[config.mk]
export PLATFORM = sky130hd
export DESIGN_NAME = pixel_prefetch_scheduler
export DESIGN_NICKNAME = d
export VERILOG_FILES = /design/src/rtl/pixel_prefetch_scheduler.sv
export SDC_FILE = /design/constraint.sdc
export NUM_CORES = 1
export LEC_CHECK = 0
export ABC_AREA = 0
export CAP_MARGIN = 10
export CORE_MARGIN = 4
export CORE_UTILIZATION = 53
export DETAILED_ROUTE_END_ITERATION = 7
export MAX_ROUTING_LAYER = met4
export PLACE_DENSITY = 0.84
export SYNTH_ARGS = -nofsm -noshare
export SYNTH_HDL_FRONTEND = slang
export SYNTH_SLANG_ARGS = --single-unit
[constraint.sdc]
create_clock -name Clk -period 2.4 [get_ports Clk]
set_input_delay 0.36 -clock Clk [delete_from_list [all_inputs] [get_ports Clk]]
set_output_delay 0.36 -clock Clk [all_outputs]
set_load 0.02 [all_outputs]
[src/rtl/pixel_prefetch_scheduler.sv]
// pixel_prefetch_scheduler
// Prefetches 8-bit colour indices from the frame buffer into a small FIFO
// and hands one index per active pixel strobe to the palette, registered on
// colorIndex. One memory request is outstanding at a time.
//
// Optional feature: define PREFETCH_STATS_EN to add underflow_cnt[15:0], a
// saturating count of pops that found the FIFO empty.
//
// Memory handshake: mem_req rises with mem_addr and both stay constant until
// the cycle mem_ack is sampled high; mem_rdata is taken in that same cycle.
// A request is never withdrawn once raised (only Reset drops it), so a
// frame_start that lands mid-request parks the FSM in DISCARD until the ack
// arrives and the returned word is thrown away.
//
// dbg_state exposes the FSM state (0=IDLE, 1=FETCH, 2=DISCARD) for checkers.

module pixel_prefetch_scheduler #(
    parameter int          DEPTH     = 16,
    parameter int          ADDR_W    = 19,
    parameter int          H_RES     = 640,
    parameter int          V_RES     = 480,
    parameter logic [7:0]  BLANK_IDX = 8'hFF
) (
    input  logic                      Clk,
    input  logic                      Reset,
    input  logic                      frame_start,
    input  logic                      pixel_en,
    input  logic                      active,
    output logic                      mem_req,
    output logic [ADDR_W-1:0]         mem_addr,
    input  logic                      mem_ack,
    input  logic [7:0]                mem_rdata,
    output logic [7:0]                colorIndex,
    output logic [$clog2(DEPTH):0]    fifo_count,
    output logic                      underflow,
`ifdef PREFETCH_STATS_EN
    output logic [15:0]               underflow_cnt,
`endif
    output logic [1:0]                dbg_state
);

    localparam int PTR_W = $clog2(DEPTH);
    localparam int CNT_W = PTR_W + 1;
    localparam logic [CNT_W-1:0]  DEPTH_CNT = CNT_W'(DEPTH);
    localparam logic [ADDR_W-1:0] LAST_ADDR = ADDR_W'(H_RES * V_RES - 1);

    typedef enum logic [1:0] {
        S_IDLE    = 2'd0,
        S_FETCH   = 2'd1,
        S_DISCARD = 2'd2
    } state_t;

    state_t             state;
    state_t             state_nxt;

    logic [ADDR_W-1:0]  addr_cnt;
    logic [7:0]         fifo_mem [0:DEPTH-1];
    logic [PTR_W-1:0]   wr_ptr;
    logic [PTR_W-1:0]   rd_ptr;

    logic               fifo_empty;
    logic               push;
    logic               pop_req;
    logic               pop;
    logic               under_hit;
    logic               launch;

    // Event decode: frame_start suppresses push and pop in its own cycle.
    always_comb begin
        fifo_empty = (fifo_count == '0);
        push       = (state == S_FETCH) && mem_ack && !frame_start;
        pop_req    = pixel_en && active && !frame_start;
        pop        = pop_req && !fifo_empty;
        under_hit  = pop_req && fifo_empty;
        launch     = (state == S_IDLE) && (state_nxt == S_FETCH);
    end

    // FSM state register.
    always_ff @(posedge Clk or posedge Reset) begin
        if (Reset) begin
            state <= S_IDLE;
        end else begin
            state <= state_nxt;
        end
    end

    // FSM next state. Nothing is pending while IDLE, so the free-slot test
    // reduces to the registered occupancy being below DEPTH; a pop landing in
    // the same cycle only makes this conservative.
    always_comb begin
        state_nxt = state;
        case (state)
            S_IDLE: begin
                if (!frame_start && (fifo_count < DEPTH_CNT)) begin
                    state_nxt = S_FETCH;
                end
            end
            S_FETCH: begin
                if (mem_ack) begin
                    state_nxt = S_IDLE;
                end else if (frame_start) begin
                    state_nxt = S_DISCARD;
                end
            end
            S_DISCARD: begin
                if (mem_ack) begin
                    state_nxt = S_IDLE;
                end
            end
            default: state_nxt = S_IDLE;
        endcase
    end

    // Request is decoded from state so an async Reset drops it at once.
    always_comb begin
        mem_req   = (state == S_FETCH) || (state == S_DISCARD);
        dbg_state = state;
    end

    // Request address is captured at launch so it stays put through DISCARD
    // even though frame_start rewinds addr_cnt underneath it.
    always_ff @(posedge Clk or posedge Reset) begin
        if (Reset) begin
            mem_addr <= '0;
        end else if (launch) begin
            mem_addr <= addr_cnt;
        end
    end

    // Frame-buffer read address: advances per stored word, wraps at the end
    // of the active raster, rewinds on frame_start.
    always_ff @(posedge Clk or posedge Reset) begin
        if (Reset) begin
            addr_cnt <= '0;
        end else if (frame_start) begin
            addr_cnt <= '0;
        end else if (push) begin
            if (addr_cnt == LAST_ADDR) begin
                addr_cnt <= '0;
            end else begin
                addr_cnt <= addr_cnt + ADDR_W'(1);
            end
        end
    end

    // FIFO storage; contents need no reset since occupancy guards reads.
    always_ff @(posedge Clk) begin
        if (push) begin
            fifo_mem[wr_ptr] <= mem_rdata;
        end
    end

    // FIFO pointers and occupancy; frame_start flushes in one cycle.
    always_ff @(posedge Clk or posedge Reset) begin
        if (Reset) begin
            wr_ptr     <= '0;
            rd_ptr     <= '0;
            fifo_count <= '0;
        end else if (frame_start) begin
            wr_ptr     <= '0;
            rd_ptr     <= '0;
            fifo_count <= '0;
        end else begin
            if (push) begin
                wr_ptr <= wr_ptr + PTR_W'(1);
            end
            if (pop) begin
                rd_ptr <= rd_ptr + PTR_W'(1);
            end
            case ({push, pop})
                2'b10:   fifo_count <= fifo_count + CNT_W'(1);
                2'b01:   fifo_count <= fifo_count - CNT_W'(1);
                default: fifo_count <= fifo_count;
            endcase
        end
    end

    // Output index: head entry on a real pop, blank on blanking strobes or
    // an empty FIFO, otherwise hold. No bypass of a same-cycle push.
    always_ff @(posedge Clk or posedge Reset) begin
        if (Reset) begin
            colorIndex <= BLANK_IDX;
        end else if (pixel_en) begin
            if (pop) begin
                colorIndex <= fifo_mem[rd_ptr];
            end else begin
                colorIndex <= BLANK_IDX;
            end
        end
    end

    // Sticky underflow flag, cleared at the start of each frame.
    always_ff @(posedge Clk or posedge Reset) begin
        if (Reset) begin
            underflow <= 1'b0;
        end else if (frame_start) begin
            underflow <= 1'b0;
        end else if (under_hit) begin
            underflow <= 1'b1;
        end
    end

`ifdef PREFETCH_STATS_EN
    // Saturating count of empty pops, cleared at the start of each frame.
    always_ff @(posedge Clk or posedge Reset) begin
        if (Reset) begin
            underflow_cnt <= '0;
        end else if (frame_start) begin
            underflow_cnt <= '0;
        end else if (under_hit && (underflow_cnt != 16'hFFFF)) begin
            underflow_cnt <= underflow_cnt + 16'd1;
        end
    end
`endif

endmodule

==> flow_summary.json <==
{
  "finalWorstSetupSlack_ns": -0.0432,
  "vias": 4900,
  "ys_types": 58,
  "layout_commonest_cell": "edfxtp_1",
  "area.growth.synth_to_final_pct": 20.3,
  "hold_violations": 0,
  "ys_warn_count": 0,
  "placed_area_um2": 9090,
  "status": "finished with violations",
  "first_global_vias": 5336,
  "tightest_slew_ns": 0.729,
  "drc": 0,
  "netlist_instances": 528,
  "clk_latency_ns": 0.42,
  "total_power_w": 0.00864,
  "antenna_cells": 0,
  "ios": 50,
  "clk_path_buf_depth": 2,
  "min_period_ns": 2.44,
  "overflow": 0,
  "fmax_ghz": 0.409,
  "wl_per_cell_um": 20.6,
  "cts.htree.levels": 4,
  "hp-class": "in2async",
  "startpoint_type": "flop",
  "nets": 640,
  "post_drt_via_cell_ratio": 6.04,
  "holdBufCountCts": 0,
  "synthFlopType": "edfxtp_1",
  "netSwitchingFraction": 0.271,
  "grt_max_degree": 33,
  "numClockSinks": 190,
  "grt_pass1_wl_um": 27900,
  "comb_power_share": 0.231,
  "clk_pin_slew_ns": 0.07,
  "rsz0062_at_grt": "yes",
  "seq_area_frac_synth": 0.668,
  "irDropWorstVdd_mv": 0.717,
  "crit_type": "reg2reg",
  "drtAntennaViolNets": 0,
  "avgSynthCellArea_um2": 15.3,
  "synthArstFlopShare": 0.326,
  "synthesis.area_um2": 8090,
  "worst_setup_path_end_kind": "flop",
  "synth_edf_count": 128,
  "power_density_nw_per_um2": 888,
  "reg2regPathDepth": 9,
  "timing.final.crit_share": 1.02,
  "drtIter0Drc": 449,
  "slew_headroom": 0.514,
  "die_w_um": 132,
  "internal-power_w": 0.00630,
  "antenna_found_initial": 0,
  "arrival_ns": 2.79,
  "dp_hpwl_um": 11100,
  "critPathRequiredTime_ns": 2.75,
  "gp_congestion": 0.905,
  "violations": "setup timing",
  "core_area_um2": 14800,
  "ys_ff_latch": 190,
  "whs_ns": 0.247,
  "p_seq_frac": 0.434,
  "setup_viol": 1,
  "leakage_nw": 3.56,
  "final_cell_mix": "edfxtp_1, dfrtp_1, clkdlybuf4s50_1, nor2_1, buf_4",
  "cap_violations": 0,
  "grt_usage": 0.210,
  "cts_root_buf": "clkbuf_16",
  "p_clk_frac": 0.335,
  "mappedNetlistNets": 554,
  "cts_made_buffers": 17,
  "skew_ns": 0.0132,
  "core.rowCount": 44,
  "design_area_um2": 9730,
  "worst-path-max-fanout": 3,
  "die-area_um2": 17300,
  "die_y_um": 132,
  "drv_slew": 0,
  "pre_cts_slack_ns": -0.210,
  "totalWireLength_um": 16700,
  "switchingPower_w": 0.00234,
  "port_buffers": 49,
  "drt_first_pass_iters": 4,
  "drive_gt1_frac": 0.260,
  "start_util": 0.548,
  "tritoncts": "done"
}
-- what timing repair did --
action | 4_1_cts | 5_1_grt
setup buffers | 0 | 1
pin swaps | 0 | 1
resized for setup | 1 | 2
endpoints found under the setup margin | 1 | 1
-- area by class of cell --
type | count | area (um2)
repair buffers | 95 | 886
multi-input cells | 298 | 2550
inverters | 12 | 45.0
clock buffers | 18 | 429
fillers | 1022 | 5020
well taps | 184 | 230
flip-flops and latches | 190 | 5410
clock inverters | 14 | 179
-- stage by stage --
step / utilization / setup TNS (ns) / cells
finish: 0.660 / -0.0432 / 811
global route: 0.660 / -0.170 / 811
global placement: 0.616 / -0.123 / 778
detailed placement: 0.616 / -0.278 / 778
floorplan: - / -0.168 / 528
CTS: 0.658 / -0.0367 / 810
-- kinds of logic (layout without fill, tap and decap cells) --
kind of cell    Yosys count  count (layout)  synth area share
mux                      60              60             0.128
fa+ha+maj                12              12            0.0186
flops                   190             190             0.668
compound gates           70              70            0.0580
xor+xnor                 15              15            0.0162
buf+inv                  40             139            0.0231
simple gates            141             141            0.0877
-- sequential cells by signal, indices dropped and copies added, names as in the netlist --
name and flops:
addr_cnt 19, colorIndex 8, dbg_state 2, fifo_count 5, fifo_mem 128, mem_addr 19, rd_ptr 4, underflow 1
wr_ptr 4
-- synthesized netlist by cell type, drive strengths merged, types with 2 or more instances --
| cell | number | share of area |
|---|---|---|
| or4 | 2 | 0.0023 |
| nand2 | 27 | 0.013 |
| nor2b | 9 | 0.0070 |
| nor2 | 46 | 0.022 |
| clkbuf | 10 | 0.0046 |
| o32ai | 2 | 0.0022 |
| a21o | 4 | 0.0037 |
| ha | 12 | 0.019 |
| o21ai | 19 | 0.013 |
| o22ai | 12 | 0.0093 |
| xor2 | 9 | 0.0097 |
| a22o | 2 | 0.0023 |
| and2 | 4 | 0.0031 |
| dfstp | 8 | 0.026 |
| mux4 | 32 | 0.089 |
| or3 | 5 | 0.0039 |
| mux2 | 27 | 0.038 |
| and3 | 4 | 0.0031 |
| inv | 12 | 0.0056 |
| buf | 18 | 0.013 |
| nand3 | 9 | 0.0056 |
| nor4 | 5 | 0.0039 |
| and4 | 3 | 0.0032 |
| nand2b | 4 | 0.0031 |
| a31oi | 2 | 0.0015 |
| a21oi | 12 | 0.0079 |
| nor3 | 9 | 0.0056 |
| xnor2 | 6 | 0.0065 |
| dfrtp | 54 | 0.17 |
| nand4 | 7 | 0.0054 |
| a211oi | 9 | 0.0090 |
| edfxtp | 128 | 0.48 |
-- per-layer routing --
layer  track usage  share of wire
met1         0.264           0.41
met3        0.0394          0.052
met4        0.0671          0.018
met5             -              0
met2         0.350           0.52
-- critical path: stages (launching register included) --
cell and delay, ns:
dfrtp_1 0.39, or4_4 0.56, nor2_4 0.12, nor4_2 0.07
xor2_1 0.14, ha_2 0.22, o32ai_4 0.22, nor3_2 0.10
or4_1 0.48, nand3_1 0.09
-- final timing paths --
kind	from	to	slack [ns]
min in group Clk	mem_addr[13]	mem_addr[13]	0.51
setup reg to reg	fifo_count[0]	fifo_count[4]	-0.04
max in group asynchronous	Reset	colorIndex[4]	1.56
setup / recovery	fifo_count[0]	fifo_count[4]	-0.04
hold reg to reg	mem_addr[13]	mem_addr[13]	0.51
hold / removal	Reset	mem_addr[16]	0.25
-- power by group through the flow --
stage	combinational, W	sequential (W)	clock (W)
floorplan	0.00117	0.00391	0
global placement	0.00190	0.00380	0
detailed placement	0.00196	0.00382	0
CTS	0.00198	0.00375	0.00293
global route	0.00217	0.00376	0.00307
finish	0.00200	0.00375	0.00289
Note: power is estimated with default switching activity, not from simulation.
